$ cat config.mk
export PLATFORM = sky130hd
export DESIGN_NAME = memory_writer
export DESIGN_NICKNAME = d
export VERILOG_FILES = /design/src/rtl/memory_writer_pkg.sv /design/src/rtl/memory_writer_fifo.sv /design/src/rtl/memory_writer.sv
export VERILOG_INCLUDE_DIRS = /design/src /design/src/rtl
export SDC_FILE = /design/constraint.sdc
export NUM_CORES = 1
export LEC_CHECK = 0
export CORE_MARGIN = 2
export CORE_UTILIZATION = 28
export CTS_CLUSTER_DIAMETER = 120
export CTS_CLUSTER_SIZE = 16
export DETAILED_ROUTE_END_ITERATION = 10
export GPL_ROUTABILITY_DRIVEN = 0
export GPL_TIMING_DRIVEN = 1
export HOLD_SLACK_MARGIN = 0.1
export SLEW_MARGIN = 15
export SYNTH_ARGS = -nofsm -noshare
export SYNTH_HDL_FRONTEND = slang
export SYNTH_SLANG_ARGS = --single-unit
$ cat constraint.sdc
create_clock -name clk -period 17.8 [get_ports clk]
set_clock_uncertainty 0.05 [all_clocks]
set_input_delay 3.56 -clock clk [delete_from_list [all_inputs] [get_ports clk]]
set_output_delay 3.56 -clock clk [all_outputs]
set_load 0.005 [all_outputs]
$ cat src/rtl/global_defines.vh
// Shared width macros for the memory reader/writer family.
//   STRB_W(DW)  : byte-enable width for a DW-bit data bus
//   COUNT_W(D)  : width of an occupancy counter able to hold 0..D
`ifndef GLOBAL_DEFINES_VH
`define GLOBAL_DEFINES_VH

`define STRB_W(DW) ((DW) / 8)
`define COUNT_W(D) ($clog2(D) + 1)

`endif

$ cat src/rtl/memory_writer_pkg.sv
// Shared defaults and helpers for memory_writer and its FIFO.
// No ports; provides default widths/depth and the packed-entry width helper.
package memory_writer_pkg;

    localparam int unsigned MW_ADDR_W_DEF = 32;
    localparam int unsigned MW_DATA_W_DEF = 32;
    localparam int unsigned MW_DEPTH_DEF  = 4;

    // Width of one buffered request: {wstrb, addr, data}.
    function automatic int unsigned mw_entry_w(input int unsigned aw, input int unsigned dw);
        return aw + dw + dw / 8;
    endfunction

endpackage

$ cat src/rtl/memory_writer_fifo.sv
// Generic synchronous in-order FIFO with asynchronous active-high reset.
// Ports:
//   clk, rst   : clock, async active-high reset (clears pointers, count, storage)
//   push, din  : write din at the write pointer when push is high
//   pop        : advance the read pointer when high
//   dout       : head entry, read straight from storage
//   count      : entries currently held (0..DEPTH)
// The caller guarantees no push when full without a pop, and no pop when empty.
`include "global_defines.vh"

module memory_writer_fifo
    import memory_writer_pkg::*;
#(
    parameter int unsigned WIDTH = 8,
    parameter int unsigned DEPTH = MW_DEPTH_DEF
) (
    input  logic                       clk,
    input  logic                       rst,
    input  logic                       push,
    input  logic                       pop,
    input  logic [WIDTH-1:0]           din,
    output logic [WIDTH-1:0]           dout,
    output logic [`COUNT_W(DEPTH)-1:0] count
);

    localparam int unsigned PTR_W = $clog2(DEPTH);
    localparam int unsigned CNT_W = `COUNT_W(DEPTH);

    logic [WIDTH-1:0] mem_q [DEPTH];
    logic [PTR_W-1:0] wr_ptr_q, wr_ptr_d;
    logic [PTR_W-1:0] rd_ptr_q, rd_ptr_d;
    logic [CNT_W-1:0] count_q,  count_d;

    // Pointers wrap naturally because DEPTH is a power of two; full/empty
    // are tracked by the counter, never by comparing pointers.
    always_comb begin
        wr_ptr_d = wr_ptr_q + PTR_W'(push);
        rd_ptr_d = rd_ptr_q + PTR_W'(pop);
        count_d  = count_q + CNT_W'(push) - CNT_W'(pop);
    end

    always_ff @(posedge clk or posedge rst) begin
        if (rst) begin
            wr_ptr_q <= '0;
            rd_ptr_q <= '0;
            count_q  <= '0;
        end else begin
            wr_ptr_q <= wr_ptr_d;
            rd_ptr_q <= rd_ptr_d;
            count_q  <= count_d;
        end
    end

    always_ff @(posedge clk or posedge rst) begin
        if (rst) begin
            for (int unsigned i = 0; i < DEPTH; i++) begin
                mem_q[i] <= '0;
            end
        end else if (push) begin
            mem_q[wr_ptr_q] <= din;
        end
    end

    assign dout  = mem_q[rd_ptr_q];
    assign count = count_q;

endmodule

$ cat src/rtl/memory_writer.sv
// Buffered write port: accepts {addr, data, wstrb} requests on a valid/ready
// slave interface and drains them in order, one per cycle, to a single-port
// memory write interface that may stall with mem_ready.
// Ports:
//   clk, rst                         : clock, async active-high reset
//   s_valid/s_ready                  : request handshake
//   s_addr, s_data, s_wstrb          : request payload (zero strobe = discarded)
//   mem_enable/mem_ready             : memory write handshake
//   mem_addr, mem_data, mem_wstrb    : head entry, registered (no s_* -> mem_* path)
//   count                            : entries buffered
//   idle                             : high when nothing is buffered
`include "global_defines.vh"

module memory_writer
    import memory_writer_pkg::*;
#(
    parameter int unsigned ADDR_W = MW_ADDR_W_DEF,
    parameter int unsigned DATA_W = MW_DATA_W_DEF,
    parameter int unsigned DEPTH  = MW_DEPTH_DEF
) (
    input  logic                        clk,
    input  logic                        rst,
    input  logic                        s_valid,
    output logic                        s_ready,
    input  logic [ADDR_W-1:0]           s_addr,
    input  logic [DATA_W-1:0]           s_data,
    input  logic [`STRB_W(DATA_W)-1:0]  s_wstrb,
    output logic                        mem_enable,
    output logic [`STRB_W(DATA_W)-1:0]  mem_wstrb,
    output logic [ADDR_W-1:0]           mem_addr,
    output logic [DATA_W-1:0]           mem_data,
    input  logic                        mem_ready,
    output logic [`COUNT_W(DEPTH)-1:0]  count,
    output logic                        idle
);

    localparam int unsigned ENTRY_W = mw_entry_w(ADDR_W, DATA_W);
    localparam int unsigned CNT_W   = `COUNT_W(DEPTH);
    localparam logic [CNT_W-1:0] FULL_CNT = CNT_W'(DEPTH);

    logic               push;
    logic               pop;
    logic               full;
    logic [ENTRY_W-1:0] din;
    logic [ENTRY_W-1:0] dout;

    assign full       = (count == FULL_CNT);
    assign idle       = (count == '0);
    assign mem_enable = !idle;

    // When full, the head necessarily drains this cycle if mem_ready is high,
    // so a new request can take its slot in the same cycle.
    assign s_ready = !full || mem_ready;

    // Zero-strobe requests complete the handshake but are never stored.
    assign push = s_valid && s_ready && (s_wstrb != '0);
    assign pop  = mem_enable && mem_ready;

    assign din = {s_wstrb, s_addr, s_data};
    assign {mem_wstrb, mem_addr, mem_data} = dout;

    memory_writer_fifo #(
        .WIDTH (ENTRY_W),
        .DEPTH (DEPTH)
    ) u_fifo (
        .clk   (clk),
        .rst   (rst),
        .push  (push),
        .pop   (pop),
        .din   (din),
        .dout  (dout),
        .count (count)
    );

endmodule

# Yosys cells after proc, flatten, opt, wreduce, memory -nomap -nowiden
# Cells that the tools add are included.
dict set report totals {
  regBits 279
  latchBits 0
  ramBits 0
  mem_bits_ro 0
  elab_cells 32
  n_memories 0
}
dict set report op_classes {
  n_addsub 4
  mul 0
  div 0
  magnitude_cmp 3
  n_eq_ne 1
  shifts 0
  n_mux 6
  bitwise 2
  reduce_logical 9
}
# cell count
set op_table {}
lappend op_table {{bitwise mux 272 bit} 1}
lappend op_table {{two-way mux 68 bit} 3}
lappend op_table {{binary-select mux 68 bit (select 2 bit)} 1}
lappend op_table {{demux 68 bit (select 2 bit)} 1}
lappend op_table {{>= comparator 3 bit (second input constant)} 2}
lappend op_table {{inverter 2 -> 3 bit} 2}
lappend op_table {{adder 2 x 1 -> 2 bit} 2}
lappend op_table {{logical AND 1 bit} 4}
lappend op_table {{nonzero test 4 bit} 1}
lappend op_table {{adder 3 x 1 -> 3 bit} 1}
lappend op_table {{== test 3 bit (second input constant)} 1}
lappend op_table {{logical NOT 3 bit} 1}
lappend op_table {{< comparator 3 x 1 -> 1 bit (second input constant)} 1}
lappend op_table {{subtractor 3 x 1 -> 3 bit} 1}
lappend op_table {{logical NOT 1 bit} 2}
lappend op_table {{logical OR 1 bit} 1}

# Logic depth before layout (Yosys ltp)
# Gate-level depths: netlist of the first run.
dict set report logic_depth {
  ltp_word 7
  ltp_mapped 7
}

# Modules after synthesis
# Synthesis of the first run repeated with hierarchy kept, for this count alone.
dict set report hier_totals {
  hier_cells 687
  hier_area_um2 12004.0
}
# module n_inst cells_each area_per_inst_um2 seq_area_each_um2
set modules_own_cells {}
lappend modules_own_cells {memory_writer_fifo 1 681 11960.2 6981.7}
lappend modules_own_cells {memory_writer 1 6 43.8 0.0}

# Least setup slack after synthesis of the first run
# No wires, ideal clock.
dict set report synth_path {
  kind {input to output}
  start {input mem_ready}
  end {output s_ready}
  t_arrival_ps 4020
  path_slack_ps 10170
  cell_stages 2
  path_buffers 0
  cell_sequence {nor4b_4 inv_1}
}
dict set report synth_between {
  elab_chain_len 1
}
# item line
set synth_lines {}
lappend synth_lines {{from (decl)} memory_writer.sv:32} ;# input logic mem_ready,
lappend synth_lines {{logical OR 1 bit} memory_writer.sv:53} ;# assign s_ready = !full || mem_ready;
lappend synth_lines {{to (decl)} memory_writer.sv:24} ;# output logic s_ready,
# Every way passes these cells.

# Worst setup path after layout of the first run
# Same ends and word-level chain as after synthesis.

==> impl_metrics.py, run 1 <==
metrics = {
    "run_status": {
        "status": "finished, final reports clean",
    },
    "timing": {
        "hold_viol": 0,
        "setup_slack_ns": 8.943,
        "finalSetupTns_ns": 0,
        "slew_headroom_pct": 32.07,
        "finalCritPeriodShare_pct": 49.76,
        "fmax_mhz": 112.9,
        "final-setup-viol-count": 0,
        "worst_slew_pin_slew_ns": 1.019,
        "fin_crit_ns": 8.857,
        "rsz0062_at_grt": "no",
        "slew_violations": 0,
    },
    "critical_path": {
        "end_kind": "output pin",
        "cp-start-kind": "input port",
        "timing_worst_setup_path_type": "input port to output pin",
        "crit_fanout": 6,
        "required_ns": 14.19,
        "cp.arrival_ns": 5.25,
    },
    "die": {
        "core-area_mm2": 0.04289,
        "die_h_um": 212,
        "dieWidth_um": 212,
        "rows": 76,
        "io_pins": 146,
        "start_util_pct": 28.25,
        "dieArea_mm2": 0.04494,
    },
    "yosys": {
        "yosys-top-cells-count": "dfrtp_1 (279), mux2_2 (240), mux4_2 (68)",
        "synth.distinct_cells": 25,
        "synth.avg_cell_area_um2": 17.58,
        "yosys_warnings": 0,
        "ys.flop_type": "dfrtp_1",
        "synth_edf_count": 0,
        "syn_nets": 764,
        "yosysMostFrequentCell": "dfrtp_1",
        "synth_seq_cells": 279,
        "yosysSeqAreaShare_pct": 57.63,
        "syn-instance-count": 689,
        "syn-cell-area_mm2": 0.01211,
        "async_flop_share_pct": 100.0,
        "yosys.area.top_type": "dfrtp_1",
        "netlist.area_leader.share_pct": 57.63,
        "synth.area.top_cells": "dfrtp_1 (58%), mux2_2 (22%), mux4_2 (13%)",
    },
    "cts": {
        "post-cts-setup-buffer-count": 0,
        "numClockSinks": 279,
        "cts.clk_slew.worst_paths_ns": 0.07,
        "tritoncts": "built",
        "root_buffer": "clkbuf_16",
        "cts-resized-gates": 0,
        "htreeDepth": 1,
        "holdBufCountCts": 0,
        "cts_buffer_depth": 3,
        "numCtsBuffers": 21,
        "insertion_delay_ns": 0.52,
    },
    "drt": {
        "drtIter0Drc": 285,
        "dr.pass1.iters": 4,
        "num_vias": 6419,
        "routed_via_density": 4.559,
        "totalWireLength_mm": 26.99,
        "drc": 0,
        "final_antenna_net_count": 0,
        "routedWlPerCell_um": 19.17,
    },
    "layout": {
        "num_antenna_cells": 0,
        "drive_gt1_share_pct": 45.08,
        "nets": 898,
        "fin_util_pct": 34.36,
        "area_growth_pct": 21.64,
    },
    "global_route": {
        "grt_antenna_before_repair": 1,
        "grt_usage_pct": 12.22,
        "grt_max_degree": 124,
        "grt_pass1_vias": 7113,
        "grt_pass1_wl_mm": 42.60,
        "grt_overflow": 0,
    },
    "worst_hold_path": {
        "hold_class": "register to register",
    },
    "power": {
        "p_total_w": 0.002866,
        "ir_drop_mv": 0.08837,
        "power_density_mw_per_mm2": 194.5,
        "leakage_nw": 5.907,
    },
    "run": {
        "drv_cap": 0,
    },
    "placed_design": {
        "dp_hpwl_mm": 16.16,
        "io_buffers": 145,
        "dp_slack_ns": 8.942,
    },
}
-- through the flow --
stage                     hold WS (ns)  area (µm²)  instances
after global placement          0.4119       14190       1385
after CTS                       0.4346       14740       1408
final                           0.4302       14740       1408
after floorplan                 0.4024       12110        689
after detailed placement        0.4187       14190       1385
after global routing            0.4497       14740       1408
-- sequential cells by signal, indices dropped and copies added, names as in the netlist --
name	count
u_fifo.count	3
u_fifo.wr_ptr_q	2
u_fifo.rd_ptr_q	2
u_fifo.mem_q	272
-- cell type report --
cell class	instances	area (µm²)
Fill cell	4132	28150
Sequential cell	279	6989
Multi-Input combinational cell	361	4917
Timing Repair Buffer	156	1534
Tap cell	585	732.0
Clock buffer	22	529.3
Inverter	4	22.52
Clock inverter	1	11.26
-- final timing paths --
check	cells after the start	slack (ns)	end	from
setup / recovery	4	8.94	s_ready	mem_ready
hold reg to reg	1	0.43	u_fifo.mem_q[186]	u_fifo.mem_q[186]
setup reg to reg	4	14.84	u_fifo.mem_q[254]	u_fifo.count[0]
max in group asynchronous	3	12.52	u_fifo.mem_q[42]	rst
hold / removal	1	0.43	u_fifo.mem_q[186]	u_fifo.mem_q[186]
min in group asynchronous	2	3.55	u_fifo.mem_q[96]	rst
-- layer usage --
layer / wire, µm / vias up / track usage, %
li1: - / 2820 / -
met2: 12650 / 103 / 19.37
met5: 13 / - / 0
met4: 429 / 2 / 2.453
met3: 1469 / 26 / 3.235
met1: 12430 / 3468 / 16.89
-- logic make-up after synthesis --
| group | share of synthesized area [%] |
|---|---|
| AO/OA/AOI/OAI | 0.2273 |
| XOR/XNOR | 0.3615 |
| adder cells (fa/ha/maj) | 0.3718 |
| buffers and inverters | 1.993 |
| flip-flops | 57.63 |
| multiplexers | 38.63 |
| AND/OR/NAND/NOR | 0.7850 |
-- report_power, final --
group          leakage (nW)  internal (W)  switching (W)
combinational          2.34      0.000858       0.000409
clock                 0.266      0.000212       0.000222
sequential             3.30      0.000961       0.000204
total                  5.91       0.00203       0.000835
-- worst max-delay path: stages --
cell and delay [ns]:
clkdlybuf4s50_1 0.51, nor4b_4 0.55, inv_1 0.12, clkdlybuf4s50_1 0.50
-- placed cells by master (no fill, tap or decap) --
master             n
nor3_2             1
mux2_1            12
nor4b_4            3
dfrtp_4            2
buf_4             11
xnor2_1            4
mux2_2           240
ha_1               2
or4_4              1
o41ai_4            1
clkdlybuf4s50_1  145
fa_1               1
mux2i_1            1
clkbuf_1           1
xor2_1             1
inv_1              3
inv_8              2
mux2_4            20
mux4_2            68
clkbuf_16         21
nor2_1             1
nand2_1            2
dfrtp_1          277
or2_2              1
or3_1              1
nand3_1            1
(Power assumes the default switching activity.)
==> run 2, diff against run 1 <==
==> constraint.sdc (replaced) <==
create_clock -name clk -period 8.9 [get_ports clk]
set_clock_uncertainty 0.05 [all_clocks]
set_input_delay 1.78 -clock clk [delete_from_list [all_inputs] [get_ports clk]]
set_output_delay 1.78 -clock clk [all_outputs]
set_load 0.005 [all_outputs]
==> run 2 against run 1 <==
Against the previous run:
- worst hold slack better by 0.0022 ns
- die area unchanged
- clock power up 100%
- critical path depth unchanged
- wire length down 0.98%
- total power up 100%
- global-route usage down 0.072 points
- sequential share of layout area about the same
- sequential power up 98%
- combinational power up 100%
- largest power group unchanged
==> impl_metrics.py, run 2 (synthesized netlist as in run 1, its figures left out) <==
metrics = {
    "run_status": {
        "status": "finished, final reports clean",
    },
    "drt": {
        "routedWlPerCell_um": 18.96,
        "final_antenna_net_count": 0,
        "num_vias": 6435,
        "routed_via_density": 4.564,
        "dr.pass1.iters": 6,
        "drc": 0,
        "drtIter0Drc": 301,
        "totalWireLength_mm": 26.73,
    },
    "layout": {
        "final_common_cell": "dfrtp_1",
        "top_register": "u_fifo.mem_q",
        "final_cell_area_mm2": 0.01475,
        "nets": 900,
        "drive_gt1_share_pct": 45.21,
        "layout_common_cells": "dfrtp_1 (277), mux2_2 (240), clkdlybuf4s50_1 (145), mux4_2 (68), clkbuf_16 (21)",
        "num_antenna_cells": 0,
        "final_cells": 1410,
        "largest_reg_flops": 272,
        "area_growth_pct": 21.73,
    },
    "power": {
        "power_density_mw_per_mm2": 387.8,
        "leakage_nw": 5.911,
        "ir_drop_mv": 0.1978,
        "p_total_w": 0.005718,
        "clock_power_share_pct": 15.1,
        "combPwrFrac_pct": 44.4,
        "p_switching_w": 0.001655,
        "switching_share_pct": 28.95,
        "p_int_w": 0.004063,
        "seqPwrFrac_pct": 40.5,
    },
    "worst_hold_path": {
        "hold_class": "register to register",
        "hold_start": "u_fifo.mem_q[186]",
    },
    "critical_path": {
        "cpMostUsedCell": "clkdlybuf4s50_1",
        "reg2reg_to": "u_fifo.mem_q[227]",
        "end_kind": "output pin",
        "cp.arrival_ns": 3.46,
        "crit_fanout": 6,
        "endpoint": "s_ready",
        "ff2ff_setup_slack_ns": 5.96,
        "critical_path.slowest_cell": "nor4b_4",
        "worstPathCellList": "clkdlybuf4s50_1, nor4b_4, inv_1, clkdlybuf4s50_1",
        "timing_worst_setup_path_type": "input port to output pin",
        "crit_family": "buffers and inverters",
        "cpPeakStageDelay_ns": 0.57,
        "r2r_start": "u_fifo.count[0]",
        "worst-path-buf-inv": 3,
        "r2r.worst_path.cells": 4,
        "cp-start-kind": "input port",
        "path_depth": 4,
        "critPathLaunch": "mem_ready",
        "required_ns": 7.07,
    },
    "placed_design": {
        "dp.cells": 1387,
        "io_buffers": 145,
        "dp_hpwl_mm": 16.02,
        "place_area_mm2": 0.01421,
    },
    "run": {
        "drv_cap": 0,
    },
    "cts": {
        "cts-resized-gates": 0,
        "holdBufCountCts": 0,
        "tritoncts": "built",
        "insertion_delay_ns": 0.52,
        "cts_buffer_depth": 3,
        "numClockSinks": 279,
        "post-cts-setup-buffer-count": 0,
        "htreeDepth": 1,
        "numCtsBuffers": 21,
        "cts.clk_slew.worst_paths_ns": 0.06,
        "root_buffer": "clkbuf_16",
    },
    "timing": {
        "worst_slew_pin_slew_ns": 1.002,
        "final-setup-viol-count": 0,
        "finalCritPeriodShare_pct": 59.49,
        "fin_crit_ns": 5.295,
        "slew_headroom_pct": 33.19,
        "rsz0062_at_grt": "no",
        "hold_viol": 0,
        "slew_violations": 0,
        "fmax_mhz": 188.9,
        "finalSetupTns_ns": 0,
    },
    "die": {
        "io_pins": 146,
        "rows": 76,
        "start_util_pct": 28.25,
        "die_h_um": 212,
        "dieWidth_um": 212,
        "core-area_mm2": 0.04289,
        "dieArea_mm2": 0.04494,
    },
    "global_route": {
        "grt_antenna_before_repair": 1,
        "grt_overflow": 0,
        "grt_pass1_vias": 7035,
        "grt_usage_pct": 12.15,
        "grt_max_degree": 79,
        "grt_pass1_wl_mm": 41.96,
    },
}
-- run 2: cell count changes in the layout (fill, tap and decap cells not counted) --
cell	delta
inv_8	-1
clkinvlp_4	+1
buf_4	+2
-- run 2: worst min-delay path by stage --
stage,cells after the start,end
6_report,1,u_fifo.mem_q[186]
5_1_grt,1,u_fifo.mem_q[186]
4_1_cts,1,u_fifo.mem_q[181]
3_5_place_dp,1,u_fifo.mem_q[175]
3_3_place_gp,1,u_fifo.mem_q[181]
2_1_floorplan,1,u_fifo.mem_q[171]
-- run 2: area by class of cell --
cell class	instances	area, µm²
Clock inverter	1	11.26
Inverter	4	18.77
Sequential cell	279	6989
Fill cell	4100	28140
Multi-Input combinational cell	361	4917
Clock buffer	22	529.3
Tap cell	585	732.0
Timing Repair Buffer	158	1549
-- run 2: per-layer routing --
metal,vias to the layer above,GRT usage (%),wire (µm)
met1,3469,16.06,12050
li1,2820,-,-
met2,113,19.91,12590
met4,2,2.137,399
met5,-,0,13
met3,31,3.693,1664
-- run 2: through the flow --
stage | utilization, % | hold WS (ns) | setup WS, ns
after floorplan | - | 0.4024 | 3.377
after global placement | 33.13 | 0.4123 | 3.574
after detailed placement | 33.13 | 0.4229 | 3.601
after CTS | 34.39 | 0.4391 | 3.580
after global routing | 34.39 | 0.4511 | 3.473
final | 34.39 | 0.4324 | 3.605
-- run 2: power by group through the flow --
| stage | clock network (W) | logic [W] | registers [W] |
|---|---|---|---|
| detailed placement | 0 | 0.00260 | 0.00235 |
| global route | 0.000959 | 0.00275 | 0.00241 |
| finish | 0.000864 | 0.00254 | 0.00232 |
| global placement | 0 | 0.00256 | 0.00233 |
| CTS | 0.000906 | 0.00261 | 0.00233 |
| floorplan | 0 | 0.00166 | 0.00215 |
==> run 3, diff against run 2 <==
==> constraint.sdc (replaced) <==
create_clock -name clk -period 4.75 [get_ports clk]
set_clock_uncertainty 0.05 [all_clocks]
set_input_delay 0.95 -clock clk [delete_from_list [all_inputs] [get_ports clk]]
set_output_delay 0.95 -clock clk [all_outputs]
set_load 0.005 [all_outputs]
==> run 3 against run 2 <==
Against the previous run:
- critical path depth is 1 lower
- clock power rose by 91%
- critical path type is now register to output pin
- highest routed layer is now met4
- die area unchanged
- via count rose by 1.3%
- core utilization is 0.23 points higher
- combinational power increased by 89%
- flip-flop and latch count unchanged
- setup slack got worse by 2.8 ns
- worst hold slack improved by 0.0030 ns
==> impl_metrics.py, run 3 (synthesized netlist as in run 1, its figures left out) <==
metrics = {
    "run_status": {
        "status": "finished, final reports clean",
    },
    "timing": {
        "hold_viol": 0,
        "fin_crit_ns": 3.924,
        "rsz0062_at_grt": "no",
        "slew_headroom_pct": 31.34,
        "worst_slew_pin_slew_ns": 1.030,
        "slew_violations": 0,
        "finalSetupTns_ns": 0,
        "finalCritPeriodShare_pct": 82.60,
        "fmax_mhz": 254.9,
        "final-setup-viol-count": 0,
    },
    "critical_path": {
        "worstPathCellList": "buf_4, mux4_2, clkdlybuf4s50_1",
        "crit_fanout": 34,
        "reg2reg_to": "u_fifo.mem_q[264]",
        "cpPeakStageDelay_ns": 0.96,
        "timing_worst_setup_path_type": "register to output pin",
        "critical_path.slowest_cell": "dfrtp_4",
        "r2r_start": "u_fifo.count[0]",
        "end_kind": "output pin",
        "cp-start-kind": "register",
        "required_ns": 3.75,
        "ff2ff_setup_slack_ns": 2.22,
        "r2r.worst_path.cells": 4,
        "crit_family": "buffers and inverters",
        "cp.arrival_ns": 2.92,
        "worst-path-buf-inv": 2,
    },
    "die": {
        "core-area_mm2": 0.04289,
        "start_util_pct": 28.25,
        "dieArea_mm2": 0.04494,
        "io_pins": 146,
        "rows": 76,
        "die_h_um": 212,
        "dieWidth_um": 212,
    },
    "cts": {
        "cts_buffer_depth": 3,
        "post-cts-setup-buffer-count": 0,
        "tritoncts": "built",
        "cts-resized-gates": 0,
        "numClockSinks": 279,
        "root_buffer": "clkbuf_16",
        "insertion_delay_ns": 0.55,
        "numCtsBuffers": 21,
        "cts.clk_slew.worst_paths_ns": 0.08,
        "htreeDepth": 1,
        "holdBufCountCts": 0,
    },
    "drt": {
        "routedWlPerCell_um": 19.44,
        "final_antenna_net_count": 0,
        "routed_via_density": 4.599,
        "dr.pass1.iters": 4,
        "num_vias": 6517,
        "drtIter0Drc": 336,
        "totalWireLength_mm": 27.55,
        "drc": 0,
    },
    "worst_hold_path": {
        "hold_start": "u_fifo.mem_q[187]",
        "hold_end": "u_fifo.mem_q[187]",
        "hold_class": "register to register",
        "min_path_cells": 1,
    },
    "power": {
        "power_density_mw_per_mm2": 730.0,
        "leakage_nw": 5.960,
        "p_total_w": 0.01084,
        "ir_drop_mv": 0.4043,
    },
    "layout": {
        "nets": 905,
        "drive_gt1_share_pct": 45.55,
        "top_register": "u_fifo.mem_q",
        "largest_reg_flops": 272,
        "area_growth_pct": 22.56,
        "fillers": 4125,
        "num_antenna_cells": 0,
        "final_common_cell": "dfrtp_1",
        "fin_util_pct": 34.62,
        "layout_common_cells": "dfrtp_1 (277), mux2_2 (240), clkdlybuf4s50_1 (145), mux4_2 (68), clkbuf_16 (21)",
    },
    "placed_design": {
        "io_buffers": 145,
        "dp_hpwl_mm": 16.76,
    },
    "global_route": {
        "grt_pass1_vias": 7145,
        "grt_max_degree": 115,
        "grt_overflow": 0,
        "grt_pass1_wl_mm": 43.21,
        "grt_usage_pct": 12.50,
        "grt_antenna_before_repair": 0,
    },
    "run": {
        "drv_cap": 0,
    },
}
==> run 3: worst max path at each step <==
stage                              endpoint  slack (ns)  cells past startpoint               start
final                          mem_data[12]        0.83                      3  u_fifo.rd_ptr_q[1]
after global routing           mem_data[24]        0.66                      3  u_fifo.rd_ptr_q[1]
after CTS                      mem_data[12]        0.72                      3  u_fifo.rd_ptr_q[1]
after detailed placement  u_fifo.mem_q[268]        0.97                      5          s_wstrb[0]
after global placement    u_fifo.mem_q[270]        1.05                      5          s_wstrb[0]
after floorplan             u_fifo.count[0]        0.06                      1                 rst
==> run 3: layout make-up <==
class,count,area [µm²],area share (%)
Clock buffer,23,533.0,3.590
Clock inverter,2,20.02,0.1348
Inverter,4,18.77,0.1264
Multi-Input combinational cell,361,4917,33.12
Sequential cell,279,6989,47.08
Tap cell,585,732.0,4.930
Timing Repair Buffer,163,1637,11.02
==> run 3: power by group <==
| group | internal, W | total, W | leakage (nW) | switching, W |
|---|---|---|---|---|
| clock network | 0.000800 | 0.00165 | 0.272 | 0.000852 |
| registers | 0.00360 | 0.00437 | 3.30 | 0.000768 |
| logic | 0.00326 | 0.00481 | 2.38 | 0.00156 |
==> run 3: worst register-to-register path: stages (launching register included) <==
cell and delay, ns:
dfrtp_1 0.46, nor4b_4 0.58, or4_4 0.63, buf_4 0.32, mux2_2 0.35
==> run 3: through the flow <==
stage                     setup WS, ns  instances  instance area (µm²)  hold WS (ns)
final                           0.8264       1417                14850        0.4354
after global routing            0.6559       1417                14850        0.4432
after CTS                       0.7185       1417                14850        0.4365
after detailed placement        0.9691       1392                14290        0.4201
after global placement           1.052       1392                14290        0.4129
after floorplan                0.05667        689                12120        0.4024
==> run 3: routing by layer <==
metal  wire length [µm]  track usage [%]
met4                572            2.963
met2              12850            19.95
met1              12740            17.24
met5                  0                0
met3               1391            2.939
